[src/rtl/pwm_control_unit.sv]
// Control unit for the PWM datapath. It accepts and validates period/active
// settings, sequences the datapath register and counter loads, and produces
// the registered PWM waveform. New settings take effect only at period
// boundaries.
module pwm_control_unit #(
    parameter int unsigned WIDTH = 16
) (
    input  logic             clk,
    input  logic             reset,
    input  logic             enable,
    input  logic             cfgValid,
    output logic             cfgReady,
    input  logic [WIDTH-1:0] periodIn,
    input  logic [WIDTH-1:0] activeIn,
    output logic             cfgErr,
    input  logic             isEq0,
    input  logic             isEq1,
    output logic [WIDTH-1:0] periodOut,
    output logic [WIDTH-1:0] activeOut,
    output logic             loadReg,
    output logic             loadCNT,
    output logic             pwmOut,
    output logic             running
);

    localparam int unsigned MIN_PERIOD = 2;

    typedef enum logic [1:0] {
        S_IDLE     = 2'd0,
        S_LOAD_REG = 2'd1,
        S_LOAD_CNT = 2'd2,
        S_RUN      = 2'd3
    } state_t;

    state_t             state_q,      state_d;
    logic               pend_valid_q, pend_valid_d;
    logic               have_cfg_q,   have_cfg_d;
    logic [WIDTH-1:0]   period_q,     period_d;
    logic [WIDTH-1:0]   active_q,     active_d;
    logic               cfg_ready_q,  cfg_ready_d;
    logic               cfg_err_q,    cfg_err_d;
    logic               load_reg_q,   load_reg_d;
    logic               load_cnt_q,   load_cnt_d;
    logic               pwm_q,        pwm_d;
    logic               running_q,    running_d;

    logic               accept_c;
    logic               cfg_ok_c;
    logic               reload_c;

    // Handshake qualification: a transfer happens when the pending slot is free.
    always_comb begin
        accept_c = cfgValid && cfg_ready_q;
        cfg_ok_c = (periodIn >= WIDTH'(MIN_PERIOD)) && (activeIn < periodIn);
    end

    // Next-state, pending-setting and registered-output logic.
    always_comb begin
        state_d      = state_q;
        pend_valid_d = pend_valid_q;
        have_cfg_d   = have_cfg_q;
        period_d     = period_q;
        active_d     = active_q;
        pwm_d        = 1'b0;
        reload_c     = 1'b0;
        cfg_err_d    = accept_c && !cfg_ok_c;

        if (accept_c && cfg_ok_c) begin
            pend_valid_d = 1'b1;
            period_d     = periodIn;
            active_d     = activeIn;
        end

        case (state_q)
            S_IDLE: begin
                // A setting accepted this very cycle starts the load immediately.
                if (enable && (pend_valid_q || (accept_c && cfg_ok_c))) begin
                    state_d = S_LOAD_REG;
                end else if (enable && have_cfg_q) begin
                    state_d = S_LOAD_CNT;
                end
            end
            S_LOAD_REG: begin
                pend_valid_d = 1'b0;
                have_cfg_d   = 1'b1;
                state_d      = S_LOAD_CNT;
            end
            S_LOAD_CNT: begin
                state_d = S_RUN;
            end
            S_RUN: begin
                pwm_d = pwm_q;
                if (isEq1) begin
                    pwm_d = 1'b1;
                end
                // Clear wins over set so that A=0 keeps the output low.
                if (isEq0) begin
                    pwm_d = 1'b0;
                    if (!enable) begin
                        state_d = S_IDLE;
                    end else if (pend_valid_q) begin
                        state_d = S_LOAD_REG;
                    end else begin
                        reload_c = 1'b1;
                    end
                end
            end
            default: begin
                state_d = S_IDLE;
            end
        endcase

        load_reg_d  = (state_d == S_LOAD_REG);
        load_cnt_d  = (state_d == S_LOAD_CNT);
        running_d   = (state_d == S_RUN);
        cfg_ready_d = !pend_valid_d;
    end

    // State and output registers.
    always_ff @(posedge clk or negedge reset) begin
        if (!reset) begin
            state_q      <= S_IDLE;
            pend_valid_q <= 1'b0;
            have_cfg_q   <= 1'b0;
            period_q     <= '0;
            active_q     <= '0;
            cfg_ready_q  <= 1'b1;
            cfg_err_q    <= 1'b0;
            load_reg_q   <= 1'b0;
            load_cnt_q   <= 1'b0;
            pwm_q        <= 1'b0;
            running_q    <= 1'b0;
        end else begin
            state_q      <= state_d;
            pend_valid_q <= pend_valid_d;
            have_cfg_q   <= have_cfg_d;
            period_q     <= period_d;
            active_q     <= active_d;
            cfg_ready_q  <= cfg_ready_d;
            cfg_err_q    <= cfg_err_d;
            load_reg_q   <= load_reg_d;
            load_cnt_q   <= load_cnt_d;
            pwm_q        <= pwm_d;
            running_q    <= running_d;
        end
    end

    // The in-period counter reload is issued in the same cycle as the zero hit.
    assign cfgReady  = cfg_ready_q;
    assign cfgErr    = cfg_err_q;
    assign periodOut = period_q;
    assign activeOut = active_q;
    assign loadReg   = load_reg_q;
    assign loadCNT   = load_cnt_q | reload_c;
    assign pwmOut    = pwm_q;
    assign running   = running_q;

endmodule

[config.mk]
export PLATFORM = sky130hd
export DESIGN_NAME = pwm_control_unit
export DESIGN_NICKNAME = d
export VERILOG_FILES = /design/src/rtl/pwm_control_unit.sv
export SDC_FILE = /design/constraint.sdc
export NUM_CORES = 1
export LEC_CHECK = 0
export BUFFER_PORTS_ARGS = -buffer_cell sky130_fd_sc_hd__buf_2
export CAP_MARGIN = 15
export CORE_MARGIN = 2
export CORE_UTILIZATION = 45
export CTS_CLUSTER_SIZE = 24
export DETAILED_ROUTE_END_ITERATION = 10
export PLACE_DENSITY = 0.73
export SYNTH_ARGS = -nofsm -noshare
export SYNTH_HDL_FRONTEND = slang
export SYNTH_SLANG_ARGS = --single-unit
[constraint.sdc]
create_clock -name clk -period 3.84 [get_ports clk]
set_input_delay 0.768 -clock clk [delete_from_list [all_inputs] [get_ports clk]]
set_output_delay 0.768 -clock clk [all_outputs]
set_load 0.005 [all_outputs]
==> flow_summary.toml, run 1 <==
[min_path]
hold_path_class = "flip-flop to flip-flop"

[clock_tree]
cts-resized-gates = 0
path_clk_slew_ns = 0.08
cts_setup_buffers = 0
cts_tree = "built"
cts_max_path_buffers = 2
cts_inserted_buffers = 5
ctsRootBufferMaster = "clkbuf_8"
cts_hold_buf = 0
clkLatencyLatePin_ns = 0.29
ctsHtreeMaxLevel = 2
cts_sinks = 42

[final_layout]
drive_above_1_share = 0.492
n_fill_cell = 386
final_cell_mix = "75 x buf_2, 41 x dfrtp_1, 19 x inv_1"
area_growth_syn_to_layout_pct = 25.3
mostFrequentLayoutCell = "buf_2"
fin_nets = 296
diodes = 0

[global_route]
grt_pass1_wl_um = 7130
track_usage = 0.177
antenna_found_initial = 0
grt_pass1_vias = 1542
grt_start_max_net_pins = 43
overflow = 0

[run]
maxCapViolations = 0

[worst_setup_path]
slowest_delay_ns = 0.45
end_kind = "flip-flop"
cp_slowest_cell = "o41a_1"
critPathMaxFanout = 32
timing.critical_path.buf_inv = 3
crit_required_ns = 4.02
critPathTopFamily = "buffers and inverters"
startpoint_type = "input port"
path_class = "input port to flip-flop"
worstPathArrival_ns = 2.92
path_cells = "buf_2 > inv_1 > ha_1 > and4_1 > nand2_1 > o41a_1 > nand4b_1 > buf_4 > mux2_2"

[power]
p_total_mw = 1.74
powerDensity_nw_per_um2 = 670
vdd_ir_drop_max_v = 0.000336
p_leak_nw = 1.41

[placed_design]
post-place-ws_ns = 0.797
portBuffers = 75
place_hpwl_um = 3390
gp_congestion = 0.791

[floorplanning]
fp.dieH_um = 71.9
num_rows = 24
initial_core_util = 0.473
ios = 76
die_w_um = 71.9
core_um2 = 4380
design.die.area_um2 = 5170

[logic_synthesis]
syn-instance-count = 163
synthDistinctLibCells = 29
synth_nets = 216
synth-seq-cells = 42
synth_warnings = 0
syn-cell-area_um2 = 2070
yosysSeqAreaShare = 0.507
synth-edff-count = 0
synthFlopType = "dfrtp_1"
synth_area_per_cell_um2 = 12.7
ys_async_sr_fraction = 1.00

[timing]
rsz0062_at_grt = "false"
finalSetupViolations = 0
final-hold-violation-count = 0
slew_headroom = 0.385
drv_slew = 0
tightest_slew_ns = 0.922
finalCriticalPeriod_ns = 2.74
period_share = 0.714
timing.fmax_mhz = 365
tns_ns = 0
setup_slack_ns = 1.10
clock_skew_ns = 0.00491

[drt]
vias = 1521
detail_route.wl_per_cell_um = 14.8
drt-pass1-iter-count = 4
vias_per_cell = 5.14
drt_wl_total_um = 4400
antenna_left = 0
drc = 0
drt-initial-drc-count = 37

[status]
status = "finished, final reports clean"
==> worst reg2reg max path: cells and delay by family, from the launching register on <==
kind | cells | cell delay [ns]
buf+inv | 1 | 0.31
flops | 1 | 0.53
simple gates | 2 | 0.26
mux | 1 | 0.35
==> through the flow <==
step                       util  instance area (µm²)  instances  hold WS, ns
final                     0.593                 2600        296        0.502
after global routing      0.593                 2600        296        0.513
after CTS                 0.593                 2600        296        0.508
after detailed placement  0.568                 2490        288        0.486
after global placement    0.568                 2490        288        0.477
after floorplan               -                 2070        163        0.457
==> synth_stat cells, drive strengths merged (2+ instances only) <==
| library cell | instances | share of area |
|---|---|---|
| dfrtp | 41 | 0.49 |
| a21o | 3 | 0.011 |
| a21oi | 7 | 0.017 |
| a31oi | 3 | 0.0090 |
| nor4 | 4 | 0.012 |
| mux2 | 32 | 0.20 |
| nand4 | 2 | 0.0060 |
| and4 | 2 | 0.0084 |
| o21ai | 2 | 0.0048 |
| ha | 15 | 0.090 |
| nand2 | 8 | 0.014 |
| inv | 19 | 0.034 |
| buf | 4 | 0.019 |
| nand2b | 2 | 0.0060 |
| nor2 | 6 | 0.011 |
| a41o | 2 | 0.0097 |
==> logic make-up after synthesis <==
family                     Yosys count  share of synthesized area
buffers and inverters               23                     0.0531
DFF                                 42                      0.507
adders and majority gates           15                     0.0905
and+or+nand+nor                     27                     0.0675
AOI/OAI and AO/OA                   24                     0.0826
muxes                               32                      0.199
==> final timing paths <==
path / start / to / slack, ns / depth (start not counted)
max in group asynchronous: reset / activeOut[5] / 2.65 / 1
worst min-delay path: periodOut[8] / periodOut[8] / 0.50 / 1
worst max register to register: cfgReady / periodOut[4] / 2.27 / 4
min in group asynchronous: reset / periodOut[13] / 0.61 / 1
worst max-delay path: periodIn[15] / activeOut[1] / 1.10 / 9
worst min register to register: periodOut[8] / periodOut[8] / 0.50 / 1
==> report_power, final <==
group | leakage, nW | internal (mW) | switching [mW] | total [mW]
sequential | 0.495 | 0.653 | 0.107 | 0.760
clock | 0.0579 | 0.191 | 0.145 | 0.336
combinational | 0.859 | 0.388 | 0.258 | 0.646
==> per-layer routing <==
| layer | track usage | wire [µm] | part of all wire |
|---|---|---|---|
| met2 | 0.296 | 2090 | 0.48 |
| met5 | 0 | 0 | 0 |
| met4 | 0.0524 | 45 | 0.010 |
| met1 | 0.225 | 1990 | 0.45 |
| met3 | 0.0514 | 265 | 0.060 |
==> area by class of cell <==
type	count	area, µm²	share of cell area
Clock buffer	5	68.8	0.0265
Clock inverter	3	40.0	0.0154
Inverter	19	71.3	0.0274
Sequential cell	42	1050	0.405
Multi-Input combinational cell	98	912	0.351
Timing Repair Buffer	77	390	0.150
Tap cell	52	65.1	0.0250
(Power assumes the default switching activity.)
==> inputs of run 2 (changes only) <==
--- a/config.mk
+++ b/config.mk
@@ -5,13 +5,14 @@
 export SDC_FILE = /design/constraint.sdc
 export NUM_CORES = 1
 export LEC_CHECK = 0
+export ABC_AREA = 1
 export BUFFER_PORTS_ARGS = -buffer_cell sky130_fd_sc_hd__buf_2
 export CAP_MARGIN = 15
 export CORE_MARGIN = 2
-export CORE_UTILIZATION = 45
+export CORE_UTILIZATION = 44
 export CTS_CLUSTER_SIZE = 24
 export DETAILED_ROUTE_END_ITERATION = 10
-export PLACE_DENSITY = 0.73
+export PLACE_DENSITY = 0.74
 export SYNTH_ARGS = -nofsm -noshare
 export SYNTH_HDL_FRONTEND = slang
 export SYNTH_SLANG_ARGS = --single-unit
==> constraint.sdc (replaced) <==
create_clock -name clk -period 2.5 [get_ports clk]
set_input_delay 0.5 -clock clk [delete_from_list [all_inputs] [get_ports clk]]
set_output_delay 0.5 -clock clk [all_outputs]
set_load 0.005 [all_outputs]
==> flow_summary.toml, run 2 <==
[status]
status = "finished, final reports clean"

[clock_tree]
cts_tree = "built"
cts_sinks = 42
path_clk_slew_ns = 0.07
ctsHtreeMaxLevel = 2
cts_setup_buffers = 0
cts_hold_buf = 0
ctsRootBufferMaster = "clkbuf_8"
cts-resized-gates = 0
clkLatencyLatePin_ns = 0.29
cts_inserted_buffers = 5
cts_max_path_buffers = 2

[timing]
tightest_slew_ns = 0.931
tns_ns = 0
final-hold-violation-count = 0
clock_skew_ns = 0.00503
timing.fmax_mhz = 549
finalSetupViolations = 0
finalCriticalPeriod_ns = 1.82
period_share = 0.728
slew_headroom = 0.379
drv_slew = 0
rsz0062_at_grt = "false"

[floorplanning]
core_um2 = 4410
design.die.area_um2 = 5230
ios = 76
initial_core_util = 0.465
die_w_um = 72.3
fp.dieH_um = 72.3
num_rows = 24

[worst_setup_path]
end_kind = "flip-flop"
ff2ff_setup_slack_ns = 1.17
worstPathArrival_ns = 1.99
critPathMaxFanout = 43
r2r-start = "cfgReady"
r2r_cells = 6
startpoint_type = "input port"
crit_required_ns = 2.67
rr_endpoint = "periodOut[1]"
path_class = "input port to flip-flop"

[logic_synthesis]
synth_area_leaders = "dfrtp_1 50%, nand2_1 17%, ha_1 9.1%, inv_1 5.5%, o21ai_0 3.2%"
synth_warnings = 0
synth_area_leader_cell = "dfrtp_1"
synth_most_common_cell = "nand2_1"
ys_async_sr_fraction = 1.00
synthTopCellsByCount = "91 x nand2_1, 41 x dfrtp_1, 30 x inv_1"
syn-cell-area_um2 = 2050
syn-instance-count = 240
synthFlopType = "dfrtp_1"
synthDistinctLibCells = 25
synth-seq-cells = 42
synth_top_area_share = 0.500
synth-edff-count = 0
synth_area_per_cell_um2 = 8.55
synth_nets = 293
yosysSeqAreaShare = 0.513

[drt]
drt_wl_total_um = 4560
drc = 0
drt-initial-drc-count = 96
detail_route.wl_per_cell_um = 12.3
vias_per_cell = 4.79
vias = 1772
drt-pass1-iter-count = 4
antenna_left = 0

[placed_design]
portBuffers = 75
place_hpwl_um = 3490
gp_congestion = 0.812

[global_route]
grt_pass1_vias = 1670
grt_pass1_wl_um = 7550
grt_start_max_net_pins = 44
overflow = 0
antenna_found_initial = 0
track_usage = 0.186

[power]
p_leak_nw = 1.51
p_total_mw = 2.49
powerDensity_nw_per_um2 = 975
vdd_ir_drop_max_v = 0.000513

[final_layout]
area_growth_syn_to_layout_pct = 24.5
drive_above_1_share = 0.292
mostFrequentLayoutCell = "nand2_1"
diodes = 0
final_cell_mix = "91 x nand2_1, 75 x buf_2, 41 x dfrtp_1"
fin_nets = 370

[min_path]
hold_path_class = "input port to async pin"

[run]
maxCapViolations = 0
## run 2: cell types whose count changed in the layout (fill, tap and decap cells not counted), sizes merged, moves of 3 or more
cell,before,now
inv,19,31
nand2,8,91
o21ai,2,18
nor2,6,12
nor4,4,0
mux2,32,0
nand3,0,8
a21o,3,0
## run 2: per-layer routing
metal / track usage / routed length, µm / up-vias
li1: - / - / 903
met1: 0.247 / 2050 / 800
met2: 0.296 / 2150 / 62
met3: 0.0583 / 313 / 7
met4: 0.0524 / 53 / 0
met5: 0 / 0 / -
## run 2: stage by stage
step | util | cell area (µm²) | worst slack, ns | hold WS, ns | cells
floorplan | - | 2050 | 0.621 | 0.204 | 240
global placement | 0.558 | 2460 | 0.413 | 0.454 | 362
detailed placement | 0.558 | 2460 | 0.364 | 0.464 | 362
CTS | 0.579 | 2550 | 0.671 | 0.383 | 370
global route | 0.579 | 2550 | 0.508 | 0.415 | 370
finish | 0.579 | 2550 | 0.680 | 0.337 | 370
## run 2: report_power, final
part / total, mW / leakage [nW] / internal (mW) / switching, mW
Clock: 0.453 / 0.0482 / 0.223 / 0.230
Sequential: 1.15 / 0.515 / 0.988 / 0.163
Combinational: 0.887 / 0.945 / 0.405 / 0.482
Total: 2.49 / 1.51 / 1.62 / 0.875
## run 2: worst max-delay path by stage
stage	slack, ns	from	to
floorplan	0.62	periodIn[5]	activeOut[1]
global placement	0.41	periodIn[5]	periodOut[12]
detailed placement	0.36	periodIn[5]	periodOut[1]
CTS	0.67	periodIn[5]	periodOut[1]
global route	0.51	periodIn[5]	activeOut[11]
finish	0.68	periodIn[5]	periodOut[1]
## run 2: final cells by class
cell class / instances / area, µm²
Timing Repair Buffer: 76 / 395
Fill cell: 438 / 1860
Sequential cell: 42 / 1050
Tap cell: 52 / 65.1
Inverter: 31 / 116
Multi-Input combinational cell: 161 / 833
Clock buffer: 7 / 86.3
Clock inverter: 1 / 5.00
## run 2: logic make-up (layout without fill, tap and decap cells)
logic type	count (synthesis)	after routing	synth area share
flops	42	42	0.513
compound gates	29	29	0.0829
buf+inv	37	115	0.0811
simple gates	117	117	0.232
fa+ha+maj	15	15	0.0915
## run 2: critical path, stage by stage
cell and delay [ns]:
buf_2 0.09, inv_1 0.11, ha_1 0.26, a21oi_1 0.13, nor2_1 0.06, nor3_1 0.13
nand2_1 0.08, nand2_1 0.12, nand3_4 0.14, buf_12 0.21, nand2_1 0.06, o21ai_0 0.08
